## src/rtl/vin_pixel_packer_if.sv

```systemverilog
// Pixel-stream bundle between the DVI receiver side and the luma packer.
// The master drives RGB/syncs and err_clr; the slave returns packed luma, syncs and measurements.
interface vin_pixel_packer_if #(
  parameter int PPC     = 2,
  parameter int OUT_BPC = 8,
  parameter int CNT_W   = 12
);
  logic                     de;
  logic                     hsync;
  logic                     vsync;
  logic [7:0]               red;
  logic [7:0]               green;
  logic [7:0]               blue;
  logic                     err_clr;
  logic                     v_pclk;
  logic [PPC*OUT_BPC-1:0]   v_pixel;
  logic                     v_de;
  logic                     v_hsync;
  logic                     v_vsync;
  logic                     align_err;
  logic [CNT_W-1:0]         h_active;
  logic [CNT_W-1:0]         v_active;
  logic                     meas_valid;

  modport master (
    output de, hsync, vsync, red, green, blue, err_clr,
    input  v_pclk, v_pixel, v_de, v_hsync, v_vsync, align_err, h_active, v_active, meas_valid
  );

  modport slave (
    input  de, hsync, vsync, red, green, blue, err_clr,
    output v_pclk, v_pixel, v_de, v_hsync, v_vsync, align_err, h_active, v_active, meas_valid
  );
endinterface

```

## src/rtl/vin_pixel_packer.sv

```systemverilog
// RGB888 -> luma packer (PPC pixels per beat) with skip-frame gating, line realignment and size measurement.
// Strobe one cycle after the last pixel of a group; no backpressure, the stream runs at pixel rate.
module vin_pixel_packer #(
  parameter int PPC         = 2,
  parameter int OUT_BPC     = 8,
  parameter int SKIP_FRAMES = 3,
  parameter int CNT_W       = 12
) (
  input  logic              pclk,
  input  logic              rst_out,
  vin_pixel_packer_if.slave bus
);
  localparam int PW    = (PPC > 1) ? $clog2(PPC) : 1;
  localparam int PIX_W = PPC * OUT_BPC;
  localparam logic [PW-1:0]    LAST      = PW'(PPC - 1);
  localparam logic [CNT_W-1:0] CNT_MAX   = '1;
  localparam logic [3:0]       SKIP_INIT = 4'(SKIP_FRAMES);

  function automatic logic [7:0] luma(input logic [7:0] r, input logic [7:0] g, input logic [7:0] b);
    logic [15:0] s;
    s = 16'd77 * {8'd0, r} + 16'd150 * {8'd0, g} + 16'd29 * {8'd0, b};
    return 8'(s >> 8);
  endfunction

  logic [7:0]         y8;
  logic [OUT_BPC-1:0] y_now;
  logic               de_rise, de_fall, vs_rise, skipping, emit;
  logic [PW-1:0]      wr_slot;
  logic [CNT_W-1:0]   vcnt_inc;

  logic [PW-1:0]      phase_q, phase_d;
  logic [OUT_BPC-1:0] slot_q [PPC];
  logic [OUT_BPC-1:0] slot_d [PPC];
  logic               last_de_q, last_de_d;
  logic               last_vs_q, last_vs_d;
  logic [3:0]         skip_q, skip_d;
  logic [CNT_W-1:0]   hcnt_q, hcnt_d;
  logic [CNT_W-1:0]   vcnt_q, vcnt_d;
  logic               v_pclk_q, v_pclk_d;
  logic [PIX_W-1:0]   v_pixel_q, v_pixel_d;
  logic               v_de_q, v_de_d;
  logic               v_hsync_q, v_hsync_d;
  logic               v_vsync_q, v_vsync_d;
  logic               align_err_q, align_err_d;
  logic [CNT_W-1:0]   h_active_q, h_active_d;
  logic [CNT_W-1:0]   v_active_q, v_active_d;
  logic               meas_valid_q, meas_valid_d;

  always_comb begin
    y8       = luma(bus.red, bus.green, bus.blue);
    y_now    = OUT_BPC'(y8 >> (8 - OUT_BPC));
    de_rise  = bus.de & ~last_de_q;
    de_fall  = ~bus.de & last_de_q;
    vs_rise  = bus.vsync & ~last_vs_q;
    skipping = (skip_q != 4'd0);
    last_de_d = bus.de;
    last_vs_d = bus.vsync;

    // A line start forces the pixel into slot 0; that completes a group only when PPC is 1.
    wr_slot = de_rise ? '0 : phase_q;
    emit    = (wr_slot == LAST);
    phase_d = emit ? '0 : wr_slot + 1'b1;

    slot_d = slot_q;
    for (int i = 0; i < PPC; i++) begin
      if (wr_slot == PW'(i)) slot_d[i] = y_now;
    end

    v_pclk_d  = emit;
    v_pixel_d = v_pixel_q;
    v_de_d    = v_de_q;
    v_hsync_d = v_hsync_q;
    v_vsync_d = v_vsync_q;
    if (emit) begin
      for (int i = 0; i < PPC; i++) begin
        v_pixel_d[(PPC-1-i)*OUT_BPC +: OUT_BPC] = slot_d[i];
      end
      v_de_d    = bus.de & ~skipping;
      v_hsync_d = bus.hsync & ~skipping;
      v_vsync_d = bus.vsync & ~skipping;
    end

    skip_d = (vs_rise && skipping) ? skip_q - 4'd1 : skip_q;

    // phase_q at the de fall is the number of pixels stranded in the unfinished group.
    if (de_fall && (phase_q != '0)) align_err_d = 1'b1;
    else if (bus.err_clr)           align_err_d = 1'b0;
    else                            align_err_d = align_err_q;

    hcnt_d     = hcnt_q;
    h_active_d = h_active_q;
    if (bus.de && (hcnt_q != CNT_MAX)) hcnt_d = hcnt_q + 1'b1;
    if (de_fall) begin
      h_active_d = hcnt_q;
      hcnt_d     = '0;
    end

    // The line ending in this cycle belongs to the frame a coincident vsync closes.
    vcnt_inc     = (de_fall && (vcnt_q != CNT_MAX)) ? vcnt_q + 1'b1 : vcnt_q;
    vcnt_d       = vcnt_inc;
    v_active_d   = v_active_q;
    meas_valid_d = meas_valid_q;
    if (vs_rise) begin
      v_active_d   = vcnt_inc;
      vcnt_d       = '0;
      meas_valid_d = 1'b1;
    end
  end

  always_ff @(posedge pclk or posedge rst_out) begin
    if (rst_out) begin
      phase_q      <= '0;
      slot_q       <= '{default: '0};
      last_de_q    <= 1'b0;
      last_vs_q    <= 1'b0;
      skip_q       <= SKIP_INIT;
      hcnt_q       <= '0;
      vcnt_q       <= '0;
      v_pclk_q     <= 1'b0;
      v_pixel_q    <= '0;
      v_de_q       <= 1'b0;
      v_hsync_q    <= 1'b0;
      v_vsync_q    <= 1'b0;
      align_err_q  <= 1'b0;
      h_active_q   <= '0;
      v_active_q   <= '0;
      meas_valid_q <= 1'b0;
    end else begin
      phase_q      <= phase_d;
      slot_q       <= slot_d;
      last_de_q    <= last_de_d;
      last_vs_q    <= last_vs_d;
      skip_q       <= skip_d;
      hcnt_q       <= hcnt_d;
      vcnt_q       <= vcnt_d;
      v_pclk_q     <= v_pclk_d;
      v_pixel_q    <= v_pixel_d;
      v_de_q       <= v_de_d;
      v_hsync_q    <= v_hsync_d;
      v_vsync_q    <= v_vsync_d;
      align_err_q  <= align_err_d;
      h_active_q   <= h_active_d;
      v_active_q   <= v_active_d;
      meas_valid_q <= meas_valid_d;
    end
  end

  assign bus.v_pclk     = v_pclk_q;
  assign bus.v_pixel    = v_pixel_q;
  assign bus.v_de       = v_de_q;
  assign bus.v_hsync    = v_hsync_q;
  assign bus.v_vsync    = v_vsync_q;
  assign bus.align_err  = align_err_q;
  assign bus.h_active   = h_active_q;
  assign bus.v_active   = v_active_q;
  assign bus.meas_valid = meas_valid_q;
endmodule

```

## src/flat_wrapper.sv

```systemverilog
// flat-port wrapper written by rule: the top's interface ports become plain ports
module vin_pixel_packer_flat 
#(
  parameter int PPC         = 2,
  parameter int OUT_BPC     = 8,
  parameter int SKIP_FRAMES = 3,
  parameter int CNT_W       = 12
)
  (pclk, rst_out, bus_de, bus_hsync, bus_vsync, bus_red, bus_green, bus_blue, bus_err_clr, bus_v_pclk, bus_v_pixel, bus_v_de, bus_v_hsync, bus_v_vsync, bus_align_err, bus_h_active, bus_v_active, bus_meas_valid);
  vin_pixel_packer_if #(.PPC(PPC), .OUT_BPC(OUT_BPC), .CNT_W(CNT_W)) bus_i ();
  input  logic pclk;
  input  logic rst_out;
  input wire logic [$bits(bus_i.de)-1:0] bus_de;
  input wire logic [$bits(bus_i.hsync)-1:0] bus_hsync;
  input wire logic [$bits(bus_i.vsync)-1:0] bus_vsync;
  input wire logic [$bits(bus_i.red)-1:0] bus_red;
  input wire logic [$bits(bus_i.green)-1:0] bus_green;
  input wire logic [$bits(bus_i.blue)-1:0] bus_blue;
  input wire logic [$bits(bus_i.err_clr)-1:0] bus_err_clr;
  output wire logic [$bits(bus_i.v_pclk)-1:0] bus_v_pclk;
  output wire logic [$bits(bus_i.v_pixel)-1:0] bus_v_pixel;
  output wire logic [$bits(bus_i.v_de)-1:0] bus_v_de;
  output wire logic [$bits(bus_i.v_hsync)-1:0] bus_v_hsync;
  output wire logic [$bits(bus_i.v_vsync)-1:0] bus_v_vsync;
  output wire logic [$bits(bus_i.align_err)-1:0] bus_align_err;
  output wire logic [$bits(bus_i.h_active)-1:0] bus_h_active;
  output wire logic [$bits(bus_i.v_active)-1:0] bus_v_active;
  output wire logic [$bits(bus_i.meas_valid)-1:0] bus_meas_valid;
  assign bus_i.de = bus_de;
  assign bus_i.hsync = bus_hsync;
  assign bus_i.vsync = bus_vsync;
  assign bus_i.red = bus_red;
  assign bus_i.green = bus_green;
  assign bus_i.blue = bus_blue;
  assign bus_i.err_clr = bus_err_clr;
  assign bus_v_pclk = bus_i.v_pclk;
  assign bus_v_pixel = bus_i.v_pixel;
  assign bus_v_de = bus_i.v_de;
  assign bus_v_hsync = bus_i.v_hsync;
  assign bus_v_vsync = bus_i.v_vsync;
  assign bus_align_err = bus_i.align_err;
  assign bus_h_active = bus_i.h_active;
  assign bus_v_active = bus_i.v_active;
  assign bus_meas_valid = bus_i.meas_valid;
  vin_pixel_packer #(.PPC(PPC), .OUT_BPC(OUT_BPC), .SKIP_FRAMES(SKIP_FRAMES), .CNT_W(CNT_W)) u_core (.pclk(pclk), .rst_out(rst_out), .bus(bus_i));
endmodule
```

## config.mk

```make
export PLATFORM = sky130hd
export DESIGN_NAME = vin_pixel_packer_flat
export DESIGN_NICKNAME = d
export VERILOG_FILES = /design/src/rtl/vin_pixel_packer_if.sv /design/src/rtl/vin_pixel_packer.sv /design/src/flat_wrapper.sv
export SDC_FILE = /design/constraint.sdc
export NUM_CORES = 1
export LEC_CHECK = 0
export CORE_MARGIN = 3
export CORE_UTILIZATION = 60
export DETAILED_ROUTE_END_ITERATION = 8
export PLACE_DENSITY = 0.83
export SLEW_MARGIN = 20
export SYNTH_ARGS = -nofsm -noshare
export SYNTH_HDL_FRONTEND = slang
export SYNTH_SLANG_ARGS = --single-unit
```

## constraint.sdc

```tcl
create_clock -name pclk -period 4.8 [get_ports pclk]
set_input_delay 0.48 -clock pclk [delete_from_list [all_inputs] [get_ports pclk]]
set_output_delay 0.48 -clock pclk [all_outputs]
set_load 0.005 [all_outputs]
```

==> flow_metrics.tcl <==
set metrics [dict create \
    max_stage_delay_ns 0.53 \
    routed_via_density 5.39 \
    holdCritPathClass "reg2reg" \
    fin_util_pct 81.9 \
    cap_viol_max_count 0 \
    gp_congestion 0.854 \
    place_area_sq_um 8090 \
    setup_ws_ns -1.07 \
    final-hold-violation-count 0 \
    port_buffers 75 \
    io_pins 76 \
    grt_pass1_wl_microns 23500 \
    drtPass1Iterations 4 \
    seq_area_sq_um 2130 \
    worstPathArrival_ns 6.11 \
    cts_buffer_depth 2 \
    drtAntennaViolNets 0 \
    yosysWarningCount 0 \
    ys.flop_type "dfrtp_1" \
    crit_path_frequent_cell "fa_1" \
    critPathTopFamily "adder cells" \
    routedWlPerCell_microns 15.5 \
    layout_common_cells "inv_1 (90), nand2_1 (88), dfrtp_1 (83)" \
    crit_fanout 5 \
    die_w_microns 110 \
    seq_area_frac_synth_pct 32.8 \
    path_depth 25 \
    clk_latency_ns 0.35 \
    syn-cell-area_sq_um 6500 \
    reg2reg_slack_ns 2.58 \
    design_area_sq_um 8530 \
    die_area_sq_um 12100 \
    core_area_sq_um 10400 \
    cts_inserted_buffers 9 \
    drt_iter0_drc 259 \
    finalCritPeriodShare_pct 122 \
    worstSetupEndpoint "u_core.bus.v_pixel[4]" \
    clock.fmax_mhz 170 \
    num_rows 37 \
    hold_slack_ns 0.475 \
    n_fill_cell 586 \
    start_util_pct 62.4 \
    hpwl_microns 11200 \
    relSlewSlack_pct 31.8 \
    antenna_found_initial 0 \
    vias 4976 \
    drive_gt1_share_pct 20.8 \
    netlist_instances 643 \
    grt-ovfl-total 0 \
    tightest_slew_ns 1.02 \
    cts_tree "built" \
    fin_setup_tns_ns -13.34 \
    cts_sinks 85 \
    synth_nets 815 \
    area_delta_synth_final_pct 31.3 \
    cts.clk_slew.worst_paths_ns 0.08 \
    r2r_end "u_core.bus.v_active[9]" \
    skew_ns 0.00668 \
    drv_slew 0 \
    root_buffer "clkbuf_8" \
    ys_ff_latch 85 \
    synth_edf_count 0 \
    worstPathRequired_ns 5.04 \
    synth.distinct_cells 45 \
    drc 0 \
    n_antenna_cell 0 \
    crit_type "in2reg" \
    layout.nets 956 \
    crit_path_end_kind "flop" \
    grt_start_max_net_pins 44 \
    violations "negative setup slack" \
    layout_commonest_cell "inv_1" \
    reg2regPathDepth 5 \
    multi_input_area_sq_um 4380 \
    grt.total_usage_pct 24.7 \
    first_global_vias 5338 \
    critPathSlowestCell "fa_1" \
    outcome "finished, violations left" \
    cts_hold_buf 0 \
    rsz0062_at_grt "yes" \
    startpoint_type "primary input" \
    period_needed_ns 5.87 \
    synthArstFlopShare_pct 100 \
    setup_viol 16 \
    fp.dieH_microns 110 \
    wirelength_microns 14300 \
    crit_buf_inv 7 \
    startpoint "bus_green[2]" \
    h-tree-depth 3 \
    synth.avg_cell_area_sq_um 10.1 \
    worstReg2RegStart "u_core.last_de_q" \
]
## cells by family after synthesis
family	share of synthesized area [%]
buffers and inverters	6.53
AND/OR/NAND/NOR	11.8
adder cells (fa/ha/maj)	33.7
multiplexers	0.674
flip-flops	32.8
AO/OA/AOI/OAI	9.69
XOR/XNOR	4.85
## worst register-to-register path: cells and delay by family (launching register included)
family	cells	cell delay, ns
AOI/OAI and AO/OA	1	0.11
xor gates and xnor gates	1	0.21
DFF	1	0.40
and+or+nand+nor	3	1.36
## how the worst min path moves through the flow
stage                                 start                     end  slack, ns  cells past startpoint
after detailed placement  u_core.slot_q[11]  u_core.bus.v_pixel[11]       0.45                      2
after global routing      u_core.slot_q[12]  u_core.bus.v_pixel[12]       0.50                      2
after floorplan           u_core.slot_q[10]  u_core.bus.v_pixel[10]       0.42                      2
final                     u_core.slot_q[12]  u_core.bus.v_pixel[12]       0.47                      2
after CTS                 u_core.slot_q[10]  u_core.bus.v_pixel[10]       0.47                      2
after global placement    u_core.slot_q[10]  u_core.bus.v_pixel[10]       0.44                      2
## layout make-up
type / count / share of cell area [%]
multi-input combinational: 445 / 51.3
sequential: 85 / 25.0
timing repair buffer: 141 / 14.7
inverter: 102 / 4.50
tap: 136 / 2.00
clock buffer: 11 / 1.66
clock inverter: 4 / 0.851
## per-stage QoR
stage	worst slack [ns]	cells
global route	-1.23	924
global placement	-1.56	901
detailed placement	-1.78	901
CTS	-1.10	919
floorplan	-0.901	643
finish	-1.07	924
## Yosys cell counts, types with 2 or more instances
cell	count	area [sq um]
a21oi_2	4	35.0
nand2_1	90	338
o21bai_1	4	30.0
nor3b_1	2	15.0
a21oi_1	16	80.1
dfstp_2	2	52.6
nand3b_1	2	15.0
nand2b_1	5	31.3
nor2b_1	2	12.5
o21a_1	2	15.0
xnor2_1	19	166
xor2_1	17	149
nand4_1	7	43.8
nor2_1	39	146
dfrtp_1	83	2080
a21bo_2	3	30.0
or2_2	2	12.5
o21ai_0	34	170
inv_1	102	383
or3_1	3	18.8
a21o_1	10	75.1
fa_1	55	1100
and4_1	2	17.5
mux2_2	3	33.8
nand3_1	11	55.1
ha_1	87	1090
a31o_2	2	17.5
nor3_1	4	20.0
a22o_1	3	26.3
nor4_1	3	18.8
clkbuf_1	11	41.3
## repair_timing
| item | 4_1_cts | 5_1_grt |
|---|---|---|
| pin swaps | 37 | 39 |
| setup endpoints to repair | 16 | 16 |
| buffers inserted | 3 | 5 |
| gates resized for setup | 39 | 17 |
## state kept, by name, summed over array words and instances, names as in the netlist, 4 cells and up
name,count
u_core.vcnt_q,12
u_core.slot_q,8
u_core.bus.h_active,12
u_core.skip_q,4
u_core.bus.v_active,12
u_core.bus.v_pixel,16
u_core.hcnt_q,12
## routing by layer
metal | global-route usage [%] | wire [microns] | vias up
li1 | - | - | 2370
met1 | 29.0 | 5620 | 2438
met2 | 46.0 | 7730 | 136
met3 | 3.55 | 626 | 32
met4 | 8.37 | 365 | 0
met5 | 0 | 0 | -
Power is not shown: default switching activity piles up to over one toggle a cycle in this logic, so the estimate is an artifact.
